## config.mk

```make
export PLATFORM = sky130hd
export DESIGN_NAME = serial_addsub16
export DESIGN_NICKNAME = d
export VERILOG_FILES = /design/src/rtl/addsub_pkg.sv /design/src/rtl/digit_adder.sv /design/src/rtl/serial_addsub16.sv
export SDC_FILE = /design/constraint.sdc
export NUM_CORES = 1
export LEC_CHECK = 0
export ABC_AREA = 1
export BUFFER_PORTS_ARGS = -buffer_cell sky130_fd_sc_hd__buf_2
export CAP_MARGIN = 0
export CORE_MARGIN = 4
export CORE_UTILIZATION = 54
export DETAILED_ROUTE_END_ITERATION = 7
export GPL_TIMING_DRIVEN = 0
export PLACE_DENSITY = 0.81
export SYNTH_ARGS = -nofsm -noshare
export SYNTH_HDL_FRONTEND = slang
export SYNTH_SLANG_ARGS = --single-unit
```

## constraint.sdc

```tcl
create_clock -name clk -period 3.75 [get_ports clk]
set_clock_uncertainty 0.15 [all_clocks]
set_input_delay 0.375 -clock clk [delete_from_list [all_inputs] [get_ports clk]]
set_output_delay 0.375 -clock clk [all_outputs]
set_load 0.02 [all_outputs]
```

## src/rtl/addsub_pkg.sv

```systemverilog
// rtl/addsub_pkg.sv - shared state encoding and default sizing for serial_addsub16
package addsub_pkg;

    typedef enum logic [1:0] {
        IDLE = 2'd0,
        RUN  = 2'd1,
        DONE = 2'd2
    } state_t;

    localparam int DEF_WIDTH = 16;
    localparam int DEF_DIGIT = 4;

endpackage

```

## src/rtl/digit_adder.sv

```systemverilog
// rtl/digit_adder.sv - DIGIT-bit ripple-carry adder slice with carry in/out
module digit_adder #(
    parameter int DIGIT = 4
) (
    input  logic [DIGIT-1:0] a,
    input  logic [DIGIT-1:0] b,
    input  logic             cin,
    output logic [DIGIT-1:0] sum,
    output logic             cout
);

    logic c;

    always_comb begin
        c   = cin;
        sum = '0;
        for (int i = 0; i < DIGIT; i++) begin
            sum[i] = a[i] ^ b[i] ^ c;
            c      = (a[i] & b[i]) | (c & (a[i] ^ b[i]));
        end
        cout = c;
    end

endmodule

```

## src/rtl/serial_addsub16.sv

```systemverilog
// rtl/serial_addsub16.sv - digit-serial add/subtract unit; optional ovf output via ADDSUB_OVF_EN
module serial_addsub16
    import addsub_pkg::*;
#(
    parameter int WIDTH = DEF_WIDTH,
    parameter int DIGIT = DEF_DIGIT
) (
    input  logic             clk,
    input  logic             rst_n,
    input  logic             start,
    input  logic             sub,
    input  logic [WIDTH-1:0] a,
    input  logic [WIDTH-1:0] b,
    input  logic             cin,
    output logic             ready,
    output logic             busy,
    output logic             done,
    output logic [WIDTH-1:0] s,
    output logic             cout
`ifdef ADDSUB_OVF_EN
    ,
    output logic             ovf
`endif
);

    localparam int STEPS = WIDTH / DIGIT;
    localparam int CW    = (STEPS > 1) ? $clog2(STEPS) : 1;

    state_t          state, next_state;
    logic [CW-1:0]   cnt;
    logic [WIDTH-1:0] a_q, b_q;
    logic            carry;
    logic [DIGIT-1:0] d_sum;
    logic            d_cout;
    logic            last;

    // Operands shift right each RUN cycle so the live slice is always in the low digit.
    digit_adder #(.DIGIT(DIGIT)) u_digit (
        .a    (a_q[DIGIT-1:0]),
        .b    (b_q[DIGIT-1:0]),
        .cin  (carry),
        .sum  (d_sum),
        .cout (d_cout)
    );

    assign last  = (cnt == CW'(STEPS - 1));
    assign ready = (state == IDLE);
    assign busy  = (state == RUN);

    always_comb begin
        next_state = state;
        case (state)
            IDLE:    if (start) next_state = RUN;
            RUN:     if (last) next_state = DONE;
            DONE:    next_state = IDLE;
            default: next_state = IDLE;
        endcase
    end

    always_ff @(posedge clk) begin
        if (!rst_n) begin
            state <= IDLE;
            cnt   <= '0;
            a_q   <= '0;
            b_q   <= '0;
            carry <= 1'b0;
            s     <= '0;
            cout  <= 1'b0;
            done  <= 1'b0;
`ifdef ADDSUB_OVF_EN
            ovf   <= 1'b0;
`endif
        end else begin
            state <= next_state;
            done  <= (state == DONE);
            case (state)
                IDLE: begin
                    if (start) begin
                        a_q   <= a;
                        b_q   <= b ^ {WIDTH{sub}};
                        carry <= cin ^ sub;
                        cnt   <= '0;
                    end
                end
                RUN: begin
                    a_q                  <= a_q >> DIGIT;
                    b_q                  <= b_q >> DIGIT;
                    carry                <= d_cout;
                    s[cnt*DIGIT +: DIGIT] <= d_sum;
                    cnt                  <= cnt + 1'b1;
                    if (last) begin
                        cout <= d_cout;
`ifdef ADDSUB_OVF_EN
                        // Carry into the MSB is recovered from the MSB sum bit and its operands.
                        ovf  <= a_q[DIGIT-1] ^ b_q[DIGIT-1] ^ d_sum[DIGIT-1] ^ d_cout;
`endif
                    end
                end
                default: ;
            endcase
        end
    end

endmodule
```

Word-level counts from Yosys, hierarchy flattened
Cells that the tools add are included.
- bits in registers: 55
- latch bits: 0
- memory bits (writable): 0
- memory bits (read-only): 0
- input port bits: 37
- output and inout bits: 20
- word-level logic and storage cells: 56
- memories kept: 0
- add/sub/neg operators: 2
- multipliers: 0
- divide/modulo/power cells: 0
- $lt $le $gt $ge: 0
- equality and inequality tests: 5
- shift operators: 2
- mux-type cells: 12
- bitwise logic cells: 22
- reduce and logical (&&, ||, !) cells: 5
- operator list (operator ; count):
    $pmux W16 S2 ; 2
    $neg A4 Y34 ; 1
    $shift A4 B34 Y16 const A ; 1
    $shiftx A4 B34 Y16 ; 1
    $mux W16 ; 2
    $bwmux W16 ; 1
    $xor A16 B16 Y16 ; 1
    $xor A1 B1 Y1 ; 9
    $and A1 B1 Y1 ; 8
    $pmux W2 S2 ; 2
    $mux W2 ; 3
    $reduce_and A2 Y1 ; 3
    $eq A2 B2 Y1 const B ; 2
    $or A1 B1 Y1 ; 4
    $add A2 B1 Y2 const B ; 1
    $eq A2 B1 Y1 const B ; 1
    $logic_not A2 Y1 ; 1
    $ne A2 B1 Y1 const B ; 1
    $ne A2 B2 Y1 const B ; 1
    $pmux W1 S2 ; 1
    $reduce_bool A2 Y1 ; 1
    $mux W1 ; 1

Depth between registers and ports, before layout
Gate-level depths: netlist (run 1).
- depth after elaboration: 10
- gate-level depth with buffers: 10
- mapped depth without buffers: 10

By module
A second synthesis (run 1) with hierarchy kept.
- cells, all modules: 376
- area, all modules: 2712.6 sq um
- by module, submodules not included (module ; times used ; cells an instance ; area each (sq um) ; seq. area each (sq um)):
    serial_addsub16 ; 1 ; 362 ; 2595.0 ; 1101.1
    digit_adder ; 1 ; 14 ; 117.6 ; 0.0

Least setup slack after synthesis (run 1)
No wires, ideal clock.
- path type: flip-flop to flip-flop
- from: register a_q[0]
- to: register s[7]
- setup time: 64 ps
- arrival time: 2426 ps
- path slack: 1110 ps
- stages on the path, launching flop included: 11
- period minus slack after synthesis: 2640 ps
- cell sequence: dfxtp_1 > fa_1 > fa_1 > fa_1 > fa_1 > inv_1 > nor2_1 > nand2_1 > o21ai_0 > inv_1 > nor2_1
- cells in the longest elaborated chain, start to end: 10
- elaborated cells on any way between the ends: 14
- classes of those cells: shift (1); mux (1); bitwise (12)
- RTL lines (element ; line ; RTL):
    start: declaration ; serial_addsub16.sv:31 ; logic [WIDTH-1:0] a_q, b_q;
    start signal: assignment ; serial_addsub16.sv:86 ; a_q <= a_q >> DIGIT;
    $xor A1 B1 Y1 ; digit_adder.sv:18, digit_adder.sv:19 ;
    $and A1 B1 Y1 ; digit_adder.sv:19 ; c = (a[i] & b[i]) | (c & (a[i] ^ b[i]));
    $or A1 B1 Y1 ; digit_adder.sv:19 ;
    $and A1 B1 Y1 ; digit_adder.sv:19 ;
    $or A1 B1 Y1 ; digit_adder.sv:19 ;
    $and A1 B1 Y1 ; digit_adder.sv:19 ;
    $or A1 B1 Y1 ; digit_adder.sv:19 ;
    $xor A1 B1 Y1 ; digit_adder.sv:18 ; sum[i] = a[i] ^ b[i] ^ c;
    $shiftx A4 B34 Y16 (*) ; serial_addsub16.sv:89 ; s[cnt*DIGIT +: DIGIT] <= d_sum;
    $bwmux W16 (*) ; serial_addsub16.sv:89 ;
    end signal: indexed assignment ; serial_addsub16.sv:89 ;
    end: declaration ; serial_addsub16.sv:18 ; output logic [WIDTH-1:0] s,
Mark *: on every way between the ends. The rest lies on a longest branch, timed or not.
A chain may end at the register's enable or synchronous reset.

Worst setup path in the final report (run 1)
Ends and elaborated chain as after synthesis.

==> results of run 1 <==
==> where the power goes <==
part	switching (mW)	total, mW	internal, mW	leakage [nW]
Clock	0.190	0.407	0.216	0.0612
Combinational	0.144	0.228	0.0840	1.30
Sequential	0.0206	0.640	0.619	0.450
==> how the worst max path moves through the flow <==
stage / from / end / depth (start not counted)
floorplan: a_q[0] / s[7] / 10
global placement: a_q[0] / s[7] / 10
detailed placement: a_q[0] / s[7] / 10
CTS: a_q[0] / s[7] / 10
global route: a_q[0] / s[7] / 10
finish: a_q[0] / s[7] / 10
==> layout by cell type, fill, tap and decap left out, drive strengths merged <==
cell and instances:
a21oi 18, buf 69, bufinv 1, clkbuf 9, clkinv 2, dfxtp 55, fa 4, ha 6
inv 61, nand2 167, nand3 19, nor2 50, nor3 5, o21a 1, o21ai 26, xor2 4
==> logic make-up (layout without fill, tap and decap cells) <==
logic type                 Yosys count  in the layout  share of synthesized area (%)
AOI/OAI and AO/OA                   45             45                           8.32
xor gates and xnor gates             4              4                           1.26
adders and majority gates           10             10                           5.58
buffers and inverters               80            142                           11.7
DFF                                 55             55                           39.6
and+or+nand+nor                    241            241                           33.6
==> through the flow <==
step	setup slack [ps]	hold slack, ps	cell area [um^2]	util, %
detailed placement	955	304	3140	64.7
finish	934	152	3250	67.1
CTS	933	148	3250	67.1
floorplan	1110	295	2780	-
global placement	986	302	3140	64.7
global route	713	145	3250	67.1
==> state kept, by name, summed over array words and instances (netlist names) <==
| register | cells |
|---|---|
| a_q | 16 |
| b_q | 16 |
| carry | 1 |
| cnt | 2 |
| cout | 1 |
| done | 1 |
| s | 16 |
| state | 2 |
==> worst max-delay path, cell delays in order (launching register included) <==
cell and delay [ps]:
dfxtp_1 340, fa_1 430, fa_1 390, fa_1 380
fa_1 490, inv_1 50, nor2_1 150, nand2_1 110
o21ai_0 150, inv_1 50, nor2_1 70
==> per-layer routing <==
metal | track usage [%] | part of all wire, % | vias to the layer above
met5 | 0 | 0 | -
met4 | 7.43 | 1.6 | 0
met3 | 3.72 | 5.3 | 10
met2 | 34.2 | 49 | 62
met1 | 24.3 | 44 | 1151
li1 | - | - | 1426
==> area by class of cell <==
class                   instances  area share, %
plain buffers                  18           2.81
clock buffers                   6           2.54
clock inverters                 2           1.08
inverters                      62           7.15
multi-input cells             300           41.7
flip-flops and latches         55           33.8
well taps                      67           2.58
repair buffers                 54           8.31
==> results.sh, run 1 <==
export IMPL_fp_dieW_um=79.8
export IMPL_htree_levels=2
export IMPL_initial_core_util_pct=57.4
export IMPL_cts_path_max_buffers=2
export IMPL_setup_worst_path_end_class="register"
export IMPL_fmax_ghz=0.355
export IMPL_ctsHoldBuffers=0
export IMPL_min_period_over_period_pct=75.1
export IMPL_finalSetupViolations=0
export IMPL_drc=0
export IMPL_ys_flop_type="dfxtp_1"
export IMPL_core_um2=4850
export IMPL_cts_tree="yes"
export IMPL_syn_avg_cell_area_um2=6.39
export IMPL_setup_tns_final_ps=0
export IMPL_grt_max_degree=17
export IMPL_clock_root_buffer="clkbuf_8"
export IMPL_path_class="reg -> reg"
export IMPL_rr_endpoint="s[7]"
export IMPL_areaGrowthSynthToFinish_pct=17.0
export IMPL_antenna_found_initial=0
export IMPL_post_cts_buffers=0
export IMPL_grt_overflow=0
export IMPL_postSynthNetCount=482
export IMPL_antenna_left=0
export IMPL_nFillCells=451
export IMPL_viasPerCell=4.70
export IMPL_numCtsBuffers=5
export IMPL_synth_area_um2=2780
export IMPL_arrival_ps=2920
export IMPL_rsz0062_at_grt="no"
export IMPL_p_leak_nw=1.81
export IMPL_synth_seq_cells=55
export IMPL_diodes=0
export IMPL_layout_nets=543
export IMPL_reg2reg_depth=10
export IMPL_gp_congestion=0.858
export IMPL_holdPathStages=3
export IMPL_status="completed"
export IMPL_worst_pin_slew_ps=475
export IMPL_synth_most_common_cell="nand2_1"
export IMPL_synth_seq_area_share_pct=39.6
export IMPL_slew_limit_headroom_pct=68.3
export IMPL_grt_pass1_vias=2362
export IMPL_fp_dieH_um=79.8
export IMPL_ys_warn_count=0
export IMPL_grt_pass1_wl_um=9970
export IMPL_ff_latch_area_um2=1100
export IMPL_finalNonFillerCells=564
export IMPL_synthTopCellsByCount="nand2_1, inv_1, dfxtp_1, nor2_1, o21ai_0"
export IMPL_hold_violations=0
export IMPL_cap_violations=0
export IMPL_synthCells=435
export IMPL_synth_area_leader_cell="dfxtp_1"
export IMPL_hold_start="a[13]"
export IMPL_wl_um=5990
export IMPL_io_pins=57
export IMPL_ir_worst_vdd_v=0.000276
export IMPL_hp_class="in -> reg"
export IMPL_yosysTopAreaCellShare_pct=39.6
export IMPL_ys_types=18
export IMPL_cts_num_sinks=55
export IMPL_vias=2649
export IMPL_critPathRequiredTime_ps=3850
export IMPL_die_area_um2=6360
export IMPL_clkLatencyLatePin_ps=310
export IMPL_clkSlewWorstSetupHoldPaths_ps=100
export IMPL_drive_gt1_share_pct=15.3
export IMPL_multi_input_area_um2=1360
export IMPL_synth_area_top_cells="dfxtp_1, nand2_1, inv_1"
export IMPL_p_total_mw=1.27
export IMPL_crit_fanout=2
export IMPL_fp_row_count=25
export IMPL_wl_per_cell_um=10.6
export IMPL_synth_edff_count=0
export IMPL_holdPathEnd="a_q[13]"
export IMPL_synthArstFlopShare_pct=0
export IMPL_dp_cells=556
export IMPL_p_per_area_nw_per_um2=392
export IMPL_dr_pass1_iters=4
export IMPL_ctsResizeCount=0
export IMPL_r2r_start="a_q[0]"
export IMPL_dp_hpwl_um=4550
export IMPL_drtIter0Drc=81
export IMPL_cp_start_kind="register"
export IMPL_finalMaxSlewViolations=0
export IMPL_post_route_min_period_ps=2820
export IMPL_port_buffers=54
export IMPL_r2r_setup_slack_ps=930
export IMPL_gr_usage_all_layers_pct=19.8
No activity file was read; power rests on OpenSTA's default activity.
==> inputs of run 2 (changes only) <==
clock period = 2.6 ns   (was 3.75 ns; I/O delays follow)
==> run 2 against run 1 <==
  * Utilization grew 0.65 points
  * Wire length grew 0.50%
  * Sequential power increased by 44%
  * Critical endpoint unchanged
  * Largest cell class unchanged
==> results.sh, run 2 (synthesized netlist as in run 1, its figures left out) <==
export IMPL_status="completed"
export IMPL_grt_overflow=0
export IMPL_fp_row_count=25
export IMPL_mostFrequentLayoutCell="nand2_1"
export IMPL_p_per_area_nw_per_um2=566
export IMPL_drive_gt1_share_pct=17.1
export IMPL_antenna_left=0
export IMPL_fmax_ghz=0.386
export IMPL_fp_dieH_um=79.8
export IMPL_initial_core_util_pct=57.4
export IMPL_clkLatencyLatePin_ps=310
export IMPL_numCtsBuffers=5
export IMPL_dr_pass1_iters=4
export IMPL_diodes=0
export IMPL_layout_nets=544
export IMPL_cts_path_max_buffers=2
export IMPL_min_period_over_period_pct=99.8
export IMPL_finalNonFillerCells=565
export IMPL_drtIter0Drc=126
export IMPL_fp_dieW_um=79.8
export IMPL_vias=2657
export IMPL_clock_root_buffer="clkbuf_8"
export IMPL_dp_hpwl_um=4550
export IMPL_grt_max_degree=18
export IMPL_rsz0062_at_grt="yes"
export IMPL_viasPerCell=4.70
export IMPL_core_um2=4850
export IMPL_antenna_found_initial=0
export IMPL_path_class="reg -> reg"
export IMPL_reg_top3="a_q (16), b_q (16), s (16)"
export IMPL_wl_per_cell_um=10.7
export IMPL_die_area_um2=6360
export IMPL_critPathRequiredTime_ps=2700
export IMPL_grt_pass1_wl_um=10000
export IMPL_gr_usage_all_layers_pct=19.7
export IMPL_ir_worst_vdd_v=0.000342
export IMPL_p_leak_nw=1.81
export IMPL_setup_worst_path_end_class="register"
export IMPL_cts_tree="yes"
export IMPL_finalMaxSlewViolations=0
export IMPL_slew_limit_headroom_pct=64.5
export IMPL_grt_pass1_vias=2401
export IMPL_worst_pin_slew_ps=532
export IMPL_io_pins=57
export IMPL_htree_levels=2
export IMPL_setup_tns_final_ps=0
export IMPL_port_buffers=54
export IMPL_mostFrequentLayoutCells="nand2_1, buf_2, inv_1"
export IMPL_cts_num_sinks=55
export IMPL_clkSlewWorstSetupHoldPaths_ps=100
export IMPL_hold_violations=0
export IMPL_finalSetupViolations=0
export IMPL_gp_congestion=0.839
export IMPL_hp_class="in -> reg"
export IMPL_p_total_mw=1.86
export IMPL_dp_cells=556
export IMPL_cap_violations=0
export IMPL_areaGrowthSynthToFinish_pct=18.1
export IMPL_wl_um=6020
export IMPL_post_route_min_period_ps=2590
export IMPL_arrival_ps=2690
export IMPL_drc=0
export IMPL_crit_fanout=2
export IMPL_cp_start_kind="register"
run 2: worst paths after layout:
check | from | to | slack, ps | cells past startpoint
max | carry | s[7] | 6 | 10
min | a[14] | a_q[14] | 40 | 3
max reg2reg | carry | s[7] | 6 | 10
min reg2reg | s[10] | s[10] | 320 | 2
run 2: final cells by class:
type                       count  area, um^2
clock buffer                   6        82.6
timing repair buffer          55         278
clock inverter                 2        38.8
inverter                      62         233
sequential                    55        1100
buffer                        18        91.3
tap                           67        83.8
fill                         458        1560
multi-input combinational    300        1370
run 2: report_power, final:
part	internal (mW)	switching [mW]
clock	0.317	0.279
sequential	0.893	0.0310
combinational	0.126	0.214
run 2: layer usage:
layer	share of wire [%]	up-vias	GRT usage [%]
met5	0	-	0
met4	1.2	0	6.25
met3	4.7	8	3.39
met2	49	56	35.1
met1	45	1164	24.1
li1	-	1429	-
run 2: timing repair:
item	4_1_cts	5_1_grt
hold buffers	0	0
endpoints found under the hold margin	0	0
gates resized for setup	6	2
setup buffers	0	1
setup endpoints to repair	4	4
pin swaps	1	0
run 2: per-stage QoR:
stage	worst slack (ps)	area (um^2)	hold slack, ps	utilization [%]
detailed placement	-123	3140	304	64.8
floorplan	38.1	2790	253	-
global placement	-86.6	3140	302	64.8
CTS	-31.6	3270	31.5	67.4
finish	6.09	3280	35.4	67.7
global route	-134	3280	43.7	67.7
run 2: critical path, cell delays in order, from the launching register on:
cell     delay [ps]
dfxtp_2         350
fa_2            400
fa_2            350
fa_2            340
fa_1            500
inv_2            60
nor2_4           90
nand2_2          60
o21ai_1         120
inv_1            40
nor2_1           70
